### src/rtl/mem_stage_nb.sv
// Memory stage between EX and WB for a split-transaction data bus: waits for load data,
// extracts and extends it, holds it under WB back-pressure and drains responses of flushed loads.
module mem_stage_nb #(
  parameter int unsigned DW     = 32,
  parameter int unsigned PASS_W = 64,
  parameter int unsigned OFS_W  = $clog2(DW / 8)
) (
  input  logic              clk,
  input  logic              rstn,
  input  logic              w_allowin,
  output logic              m_allowin,
  input  logic              em_valid,
  input  logic [PASS_W-1:0] em_pass,
  input  logic              em_load,
  input  logic [2:0]        em_ldop,
  input  logic [OFS_W-1:0]  em_ofs,
  input  logic [DW-1:0]     em_result,
  input  logic              em_ex,
  input  logic              flush,
  input  logic              data_ok,
  input  logic [DW-1:0]     rdata,
  output logic              mw_valid,
  output logic [PASS_W-1:0] mw_pass,
  output logic [DW-1:0]     mw_result,
  output logic              mw_ex,
  output logic              fwd_busy,
  output logic [DW-1:0]     fwd_data
);

  typedef enum logic [1:0] {StIdle, StWait, StHeld, StDrain} state_e;

  state_e            state_q;
  logic              m_valid_q;
  logic              load_q;
  logic              ex_q;
  logic [PASS_W-1:0] pass_q;
  logic [2:0]        ldop_q;
  logic [OFS_W-1:0]  ofs_q;
  logic [DW-1:0]     result_q;
  logic [DW-1:0]     held_q;
  logic [1:0]        cancel_cnt_q;

  logic              in_wait;
  logic              ready_go;
  logic              accept;
  logic              advance;
  logic              wait_cancel;
  logic              ex_load;
  logic              drain_dec;
  logic [2:0]        cnt_sum;
  logic [1:0]        cnt_flush;

  logic [DW-1:0]     load_src;
  logic [OFS_W-1:0]  lane;
  logic [DW-1:0]     shifted;
  logic [DW-1:0]     mask;
  logic              sign_bit;
  logic [DW-1:0]     load_val;

  assign in_wait  = (state_q == StWait);
  assign ready_go = !load_q || data_ok || (state_q == StHeld);

  assign mw_valid  = m_valid_q && ready_go && !flush;
  assign m_allowin = (!m_valid_q || (ready_go && w_allowin)) && (cancel_cnt_q == 2'd0);
  assign accept    = em_valid && m_allowin && !flush;
  assign advance   = m_valid_q && ready_go && w_allowin;

  // A response coinciding with the flush belongs to the flushed load and is consumed here.
  assign wait_cancel = in_wait && !data_ok;
  assign ex_load     = em_valid && em_load && !em_ex;
  assign drain_dec   = (state_q == StDrain) && data_ok && (cancel_cnt_q != 2'd0);
  assign cnt_sum     = 3'(cancel_cnt_q) - 3'(drain_dec) + 3'(wait_cancel) + 3'(ex_load);
  assign cnt_flush   = (cnt_sum > 3'd2) ? 2'd2 : cnt_sum[1:0];

  // Extraction: align the offset to the access size, shift the lane down, then mask/extend.
  always_comb begin
    load_src = (state_q == StHeld) ? held_q : rdata;
    case (ldop_q[1:0])
      2'd0: begin
        lane = ofs_q;
        mask = DW'(8'hFF);
      end
      2'd1: begin
        lane = ofs_q & ~OFS_W'(1);
        mask = DW'(16'hFFFF);
      end
      2'd2: begin
        lane = ofs_q & ~OFS_W'(3);
        mask = DW'(32'hFFFF_FFFF);
      end
      default: begin
        lane = '0;
        mask = '1;
      end
    endcase
    shifted = load_src >> {lane, 3'b000};
    case (ldop_q[1:0])
      2'd0:    sign_bit = shifted[7];
      2'd1:    sign_bit = shifted[15];
      2'd2:    sign_bit = shifted[31];
      default: sign_bit = shifted[DW-1];
    endcase
    load_val = (!ldop_q[2] && sign_bit) ? (shifted | ~mask) : (shifted & mask);
  end

  assign mw_pass   = pass_q;
  assign mw_result = load_q ? load_val : result_q;
  assign mw_ex     = m_valid_q && ex_q;
  assign fwd_busy  = m_valid_q && in_wait && !data_ok;
  assign fwd_data  = mw_result;

  always_ff @(posedge clk) begin
    if (!rstn) begin
      state_q      <= StIdle;
      m_valid_q    <= 1'b0;
      load_q       <= 1'b0;
      ex_q         <= 1'b0;
      pass_q       <= '0;
      ldop_q       <= '0;
      ofs_q        <= '0;
      result_q     <= '0;
      held_q       <= '0;
      cancel_cnt_q <= 2'd0;
    end else if (flush) begin
      m_valid_q    <= 1'b0;
      cancel_cnt_q <= cnt_flush;
      state_q      <= (cnt_flush != 2'd0) ? StDrain : StIdle;
    end else if (state_q == StDrain) begin
      if (data_ok) begin
        cancel_cnt_q <= cancel_cnt_q - 2'(cancel_cnt_q != 2'd0);
        if (cancel_cnt_q <= 2'd1) state_q <= StIdle;
      end
    end else begin
      if (in_wait && data_ok && !w_allowin) begin
        held_q  <= rdata;
        state_q <= StHeld;
      end
      if (accept) begin
        m_valid_q <= 1'b1;
        load_q    <= em_load && !em_ex;
        ex_q      <= em_ex;
        pass_q    <= em_pass;
        ldop_q    <= em_ldop;
        ofs_q     <= em_ofs;
        result_q  <= em_result;
        state_q   <= (em_load && !em_ex) ? StWait : StIdle;
      end else if (advance) begin
        m_valid_q <= 1'b0;
        state_q   <= StIdle;
      end
    end
  end

endmodule

### config.mk
export PLATFORM = sky130hd
export DESIGN_NAME = mem_stage_nb
export DESIGN_NICKNAME = d
export VERILOG_FILES = /design/src/rtl/mem_stage_nb.sv
export SDC_FILE = /design/constraint.sdc
export NUM_CORES = 1
export LEC_CHECK = 0
export BUFFER_PORTS_ARGS = -buffer_cell sky130_fd_sc_hd__buf_2
export CAP_MARGIN = 30
export CORE_UTILIZATION = 45
export CTS_CLUSTER_DIAMETER = 100
export DETAILED_ROUTE_END_ITERATION = 6
export PLACE_DENSITY = 0.83
export SLEW_MARGIN = 20
export SYNTH_ARGS = -nofsm -noshare
export SYNTH_HDL_FRONTEND = slang
export SYNTH_SLANG_ARGS = --single-unit
### constraint.sdc
create_clock -name clk -period 2.73 [get_ports clk]
set_input_delay 0.273 -clock clk [delete_from_list [all_inputs] [get_ports clk]]
set_output_delay 0.273 -clock clk [all_outputs]
set_load 0.01 [all_outputs]
==> flow_summary.rst, run 1 <==
.. list-table::
   :header-rows: 1

   * - Metric
     - Value
   * - Result of the run
     - finished, violations left
   * - Failing checks
     - negative setup slack
   * - Clock latency on the worst-skew pair
     - ~0.42 ns
   * - Count of input and output buffers
     - between 200 and 300
   * - Leak Pwr
     - ~0.0039 uW
   * - Startpoint of the tightest hold check path
     - em_pass[44]
   * - Clock Sink Count
     - 140
   * - Cell count after synthesis
     - approximately 830
   * - Startpoint of the most critical register-to-register path
     - state_q[0]$_SDFFE_PN0P_
   * - Die width
     - about 130 um
   * - Normalized max-slew margin
     - 0.569
   * - Setup tns final
     - -4.25 ns
   * - Slack of the critical path
     - -0.140 ns
   * - Largest driver fanout on the critical path
     - 8
   * - Post-synthesis instance area
     - slightly above 7000 um^2
   * - End of the worst register-to-register path
     - cancel_cnt_q[0]$_SDFFE_PN0P_
   * - Drt initial violations
     - 317
   * - Final setup violation count
     - 48
   * - Post-layout minimum cycle time
     - about 2.9 ns
   * - Number of global-route vias before repair
     - 6277
   * - Post-route DRC violation count
     - 0
   * - Largest net degree at the start of global routing
     - 80
   * - Utilization after layout
     - 0.597
   * - Total Routing Usage GR
     - 0.248
   * - Antenna Cells
     - 0
   * - Final Slew Violations
     - 0
   * - Routed wire length
     - 20.1 mm
   * - Crit path launch type
     - register
   * - Clock tree from TritonCTS
     - yes
   * - Type of the worst min-delay path
     - primary input to register
   * - Number of inserted filler cells in the final layout
     - 1362
   * - Per-instance average area after synthesis
     - ~8.5 um^2
   * - CTS buffer count
     - 17
   * - Register bit count reported by yosys
     - 140
   * - Post-DRT Antenna Nets
     - 0
   * - # hold bufs at CTS
     - 0
   * - Post-detailed-placement half-perimeter wirelength
     - roughly 14 mm
   * - Number of optimization iterations in the first detailed-route pass
     - 5
   * - Sequential area share after synthesis
     - 0.397
   * - Worst R2R Setup Slack
     - between 0.1 and 0.15 ns
   * - Area taken by flip-flops and latches
     - 2810 um^2
   * - Die Y
     - between 100 and 150 um
   * - Weighted congestion reported at the end of routability-driven placement
     - between 0.8 and 0.9
   * - Deepest clock path buffer count
     - 2
   * - Global-route wire length before repair
     - approximately 31 mm
   * - Cell depth of the worst min-delay path
     - 3
   * - CP Cell Sequence
     - buf_6 -> nor2b_4 -> mux4_4 -> a221oi_4 -> buf_4 -> buf_12 -> a21oi_2 -> buf_2
   * - Data arrival time of the worst path
     - roughly 2.6 ns
   * - Placeable core region
     - 15300 um^2
   * - Synth top area share
     - 0.397
   * - Slew @ Worst Pin
     - about 0.65 ns
   * - Maximum ir drop on the vdd rail
     - approximately 0.00047 V
   * - Number of placement rows
     - 45
   * - Clock transition at the registers of the reported paths
     - about 0.060 ns
   * - Pre-CTS setup slack
     - 0.0168 ns
   * - Vias per inst
     - 5.16
   * - Full die area
     - ~16000 um^2
   * - Total Nets Final
     - around 1200
   * - Total power divided by cell area
     - roughly 660 nW/um^2
   * - Aggregate global routing overflow
     - 0
   * - Antenna violations before repair
     - 0
   * - H-tree lvl count
     - 4
   * - Worst Hold End
     - mw_pass[44]$_SDFFE_PN0P_
   * - Main synth FF type
     - dfxtp_1
   * - Maximum achievable frequency
     - 348 MHz
   * - Multi-input logic area
     - around 3700 um^2
   * - Via count
     - between 6000 and 7000
   * - Count of final hold-check violations
     - 0
   * - Worst Reg2Reg Path Length in Cells
     - 12
   * - Main area contributors after synthesis
     - dfxtp_1 (40%), nand2_1 (16%), a21boi_0 (14%)
   * - Starting Density
     - 0.463
   * - Setup skew after layout
     - roughly 0.012 ns
   * - Worst path slowest cell
     - mux4_4
   * - Max Cap Viol
     - 0
   * - Number of distinct library cells after synthesis
     - between 40 and 50
   * - Worst Path Required
     - between 2 and 2.5 ns
   * - Synth cell count leaders
     - nand2_1 (298), dfxtp_1 (140), a21boi_0 (129)
   * - Post-synth top area cell
     - dfxtp_1
   * - # IOs
     - 273
   * - Setup CP Type
     - register to output pin
   * - Period Utilization, post-route
     - 1.05
   * - Wire per inst
     - roughly 16 um
   * - Clock Root Buffer
     - clkbuf_16
   * - Synthesis Warnings
     - 0
   * - Largest stage delay, worst path
     - between 0.6 and 0.7 ns
   * - Unrepaired setup endpoints after global routing
     - true
   * - Area growth from synthesis to layout
     - 28.9%
   * - Nets in the synthesized netlist
     - 978
   * - Most frequently used cell type in the post-synthesis netlist
     - nand2_1
   * - Number of enable flip-flop cells after synthesis
     - 0
   * - Share of synthesized registers carrying an async set or reset
     - 0
   * - Endpoint kind of the worst setup timing path
     - output pin
   * - Share of cells above drive strength 1
     - 0.380
-- worst max-delay path, delay by kind of cell, from the launching register on --
| kind | cells | cell delay, ns |
|---|---|---|
| muxes | 1 | 0.69 |
| and+or+nand+nor | 1 | 0.20 |
| AOI/OAI and AO/OA | 2 | 0.40 |
| DFF | 1 | 0.33 |
| buffers and inverters | 4 | 0.56 |
-- cell families after synthesis --
| logic type | after synthesis | share of synthesized area |
|---|---|---|
| adders and majority gates | 3 | 0.00744 |
| muxes | 41 | 0.105 |
| AOI/OAI and AO/OA | 189 | 0.200 |
| and+or+nand+nor | 361 | 0.204 |
| DFF | 140 | 0.397 |
| xor gates and xnor gates | 1 | 0.00124 |
| buffers and inverters | 99 | 0.0866 |
-- cell usage in the layout, fill, tap and decap left out, types with 3 or more instances in the layout --
cell | Yosys | final
buf_12 | 0 | 6
clkbuf_16 | 0 | 17
nand2b_1 | 4 | 4
inv_6 | 0 | 3
nor3b_1 | 4 | 4
buf_2 | 19 | 271
mux4_2 | 23 | 23
nand3_1 | 4 | 4
inv_1 | 3 | 3
nor2_1 | 34 | 32
clkinvlp_4 | 0 | 3
a21boi_1 | 8 | 8
bufinv_16 | 0 | 3
buf_4 | 32 | 19
nand2_1 | 298 | 298
or2_2 | 3 | 3
a21oi_2 | 10 | 14
dfxtp_2 | 0 | 4
a221o_1 | 8 | 8
dfxtp_1 | 140 | 136
a21oi_1 | 23 | 17
a21boi_0 | 129 | 129
mux2_2 | 16 | 16
and2_1 | 3 | 3
o21ai_0 | 3 | 3
-- metal layers --
metal | share of wire | global-route usage | wire length [um] | up-vias
met5 | 0 | 0 | 0 | -
met4 | 0.025 | 0.102 | 499 | 0
met3 | 0.072 | 0.0582 | 1450 | 32
met2 | 0.50 | 0.443 | 10200 | 294
met1 | 0.40 | 0.285 | 8020 | 3070
li1 | - | - | - | 3203
-- final cells by class --
| class | count | share of cell area |
|---|---|---|
| Clock buffer | 18 | 0.0482 |
| Timing Repair Buffer | 299 | 0.183 |
| Multi-Input combinational cell | 595 | 0.411 |
| Inverter | 4 | 0.00165 |
| Clock inverter | 13 | 0.0183 |
| Tap cell | 211 | 0.0290 |
| Sequential cell | 140 | 0.308 |
-- through the flow --
stage | total power, uW | cell area [um^2] | instances | hold slack [ns]
final | 6050 | 9100 | 1280 | 0.0918
after global routing | 6330 | 9100 | 1280 | 0.0824
after CTS | 6080 | 9080 | 1279 | 0.0785
after detailed placement | 3670 | 8340 | 1241 | 0.452
after global placement | 3640 | 8340 | 1241 | 0.438
after floorplan | 3230 | 7060 | 834 | 0.408
-- power breakdown --
part,switching (uW),internal [uW],leakage (uW)
sequential,92.1,2190,0.00114
clock,908,1460,0.000289
combinational,756,645,0.00243
-- repair_timing --
action,4_1_cts,5_1_grt
pin swaps,2,0
endpoints found under the setup margin,60,50
gates resized for setup,18,4
endpoints found under the hold margin,0,0
buffers inserted,6,1
gates cloned,1,0
-- registers in the layout, indices dropped and copies added (netlist names) --
register,flops
mw_pass,64
held_q,32
result_q,32
ldop_q,3
cancel_cnt_q,2
ofs_q,2
state_q,2
ex_q,1
load_q,1
m_valid_q,1
-- how the worst max path moves through the flow --
stage / start / endpoint / slack, ns
floorplan: state_q[0]$_SDFFE_PN0P_ / cancel_cnt_q[0]$_SDFFE_PN0P_ / 0.09
global placement: data_ok / cancel_cnt_q[0]$_SDFFE_PN0P_ / 0.06
detailed placement: data_ok / cancel_cnt_q[0]$_SDFFE_PN0P_ / 0.02
CTS: state_q[0]$_SDFFE_PN0P_ / mw_result[20] / -0.16
global route: state_q[0]$_SDFFE_PN0P_ / fwd_data[21] / -0.24
finish: state_q[0]$_SDFFE_PN0P_ / mw_result[21] / -0.14
Power figures use the tool's default switching activity.
==> run 2: changes to the inputs <==
Settings changed: BUFFER_PORTS_ARGS -buffer_cell sky130_fd_sc_hd__buf_2 to -buffer_cell sky130_fd_sc_hd__buf_4, PLACE_DENSITY 0.83 to 0.76.
==> run 2 against run 1 <==
Net effect:
- the run still ends with negative setup slack left
- worst hold slack better by 0.010 ns
- combinational power is 17% higher
- sequential power hardly changed
- wire length is 0.64% higher
- first-iteration DRC count is 21% higher
- design area is 9.4% higher
- critical endpoint is now mw_result[24]
- largest cell class unchanged
==> flow_summary.rst, run 2 (same netlist as run 1, synthesis figures left out) <==
.. list-table::
   :header-rows: 1

   * - Metric
     - Value
   * - Count of buffer and inverter cells on the critical path
     - 2
   * - Worst path slowest cell
     - mux4_2
   * - WL met3
     - ~1.9 mm
   * - Number of optimization iterations in the first detailed-route pass
     - 4
   * - Total power divided by cell area
     - 637 nW/um^2
   * - Number of inserted filler cells in the final layout
     - about 1300
   * - Count of final hold-check violations
     - 0
   * - Max Cap Viol
     - 0
   * - Clock Sink Count
     - 140
   * - Setup skew after layout
     - 0.0124 ns
   * - Antenna Cells
     - 0
   * - Post-DRT Antenna Nets
     - 0
   * - Failing checks
     - negative setup slack
   * - Deepest clock path buffer count
     - 2
   * - Area growth from synthesis to layout
     - 41.1%
   * - Metal2 WL
     - ~10 mm
   * - Fin cells
     - ~1300
   * - Vias per inst
     - between 5 and 6
   * - H-tree lvl count
     - 4
   * - Normalized max-slew margin
     - 0.571
   * - CTS buffer count
     - 17
   * - Full die area
     - ~16000 um^2
   * - # IOs
     - roughly 270
   * - Total Routing Usage GR
     - 0.251
   * - Setup CP Type
     - register to output pin
   * - Post-layout minimum cycle time
     - ~2.8 ns
   * - Global-route wire length before repair
     - roughly 32 mm
   * - Crit path launch type
     - register
   * - Largest stage delay, worst path
     - 0.51 ns
   * - Result of the run
     - finished, violations left
   * - Most common cell after layout, fill and taps aside
     - nand2_1
   * - Endpoint kind of the worst setup timing path
     - output pin
   * - Unrepaired setup endpoints after global routing
     - true
   * - Post-route standard cell area excluding fillers
     - 9960 um^2
   * - Clock Root Buffer
     - clkbuf_16
   * - Type of the worst min-delay path
     - primary input to register
   * - Die Y
     - 127 um
   * - Clock transition at the registers of the reported paths
     - 0.06 ns
   * - Smallest hold slack
     - slightly above 0.1 ns
   * - Wire per inst
     - between 15 and 20 um
   * - Placeable core region
     - roughly 15000 um^2
   * - Number of placement rows
     - between 40 and 50
   * - Met1 layer wirelength in the final routing
     - 7.84 mm
   * - Maximum achievable frequency
     - ~360 MHz
   * - Flip-flop count of the largest register, all copies and words added
     - 64
   * - Largest net degree at the start of global routing
     - ~80
   * - Slew @ Worst Pin
     - between 0.6 and 0.7 ns
   * - Post-route DRC violation count
     - 0
   * - Post-detailed-placement half-perimeter wirelength
     - 14.3 mm
   * - Starting Density
     - 0.463
   * - Area after DPL
     - approximately 9000 um^2
   * - Total Nets Final
     - 1202
   * - Count of input and output buffers
     - approximately 270
   * - Drt initial violations
     - between 300 and 400
   * - Aggregate global routing overflow
     - 0
   * - Worst Path Required
     - approximately 2.5 ns
   * - Final Slew Violations
     - 0
   * - Setup tns final
     - -1.93 ns
   * - Weighted congestion reported at the end of routability-driven placement
     - 0.865
   * - Leak Pwr
     - around 0.004 uW
   * - Via count
     - around 6500
   * - Slack of the critical path
     - -0.0771 ns
   * - Routed wire length
     - around 20 mm
   * - Uppermost metal layer occupied by signal nets
     - met4
   * - Data arrival time of the worst path
     - between 2 and 3 ns
   * - Largest driver fanout on the critical path
     - 8
   * - CP Cell Sequence
     - nand2b_4 -> mux4_2 -> mux2_4 -> a221oi_4 -> buf_6 -> a21oi_2 -> buf_4
   * - Clock tree from TritonCTS
     - yes
   * - Clock latency on the worst-skew pair
     - roughly 0.42 ns
   * - Number of global-route vias before repair
     - between 6000 and 7000
   * - Share of cells above drive strength 1
     - 0.381
   * - Most used cells in the layout excluding fill and tap cells
     - nand2_1 (298), buf_4 (259), dfxtp_1 (136)
   * - Final setup violation count
     - 32
   * - Number of placed cells counting well taps
     - 1243
   * - Die width
     - 127 um
   * - Cell family with the largest share of critical-path delay
     - multiplexers
   * - Maximum ir drop on the vdd rail
     - about 0.00049 V
   * - Period Utilization, post-route
     - 1.03
   * - Antenna violations before repair
     - 0
-- run 2: final cells by class --
cell class / instances / area, um^2 / area share
Multi-Input combinational cell: 595 / 3810 / 0.382
Timing Repair Buffer: 300 / 2450 / 0.246
Clock inverter: 7 / 138 / 0.0138
Tap cell: 211 / 264 / 0.0265
Inverter: 4 / 15.0 / 0.00151
Clock buffer: 23 / 478 / 0.0480
Sequential cell: 140 / 2810 / 0.282
-- run 2: through the flow --
step / worst slack (ns) / total power, uW / util
global placement: 0.0716 / 3800 / 0.589
global route: -0.196 / 6640 / 0.653
detailed placement: 0.0436 / 3830 / 0.590
CTS: -0.124 / 6360 / 0.648
finish: -0.0771 / 6350 / 0.653
floorplan: 0.0932 / 3230 / -
-- run 2: metal layers --
layer,up-vias,GRT usage
li1,3205,-
met1,3035,0.289
met2,258,0.431
met3,24,0.0938
met4,0,0.0805
met5,-,0
-- run 2: tightest hold or removal path, delay by kind of cell --
kind                   cells  cell delay, ns
AO/OA/AOI/OAI              1            0.05
AND/OR/NAND/NOR            1            0.04
buffers and inverters      1            0.11
-- run 2: worst paths after layout --
kind	startpoint	end	slack, ns	depth (start not counted)
min	em_pass[45]	mw_pass[45]$_SDFFE_PN0P_	0.10	3
max reg2reg	state_q[0]$_SDFFE_PN0P_	cancel_cnt_q[0]$_SDFFE_PN0P_	0.16	12
min reg2reg	mw_pass[40]$_SDFFE_PN0P_	mw_pass[40]$_SDFFE_PN0P_	0.46	2
max	ldop_q[1]$_SDFFE_PN0P_	mw_result[24]	-0.08	7
-- run 2: repair_timing --
item                       in CTS  in global routing
pin swaps                       5                  4
setup endpoints to repair      58                 56
gates resized for setup        46                 25
hold endpoints to repair        0                  0
hold buffers                    0                  0
gates cloned                    1                  0
setup buffers                   7                  1
-- run 2: power by group --
group / internal (uW) / switching [uW]
Combinational: 841 / 794
Clock: 1590 / 844
Sequential: 2190 / 84.8
Total: 4620 / 1720
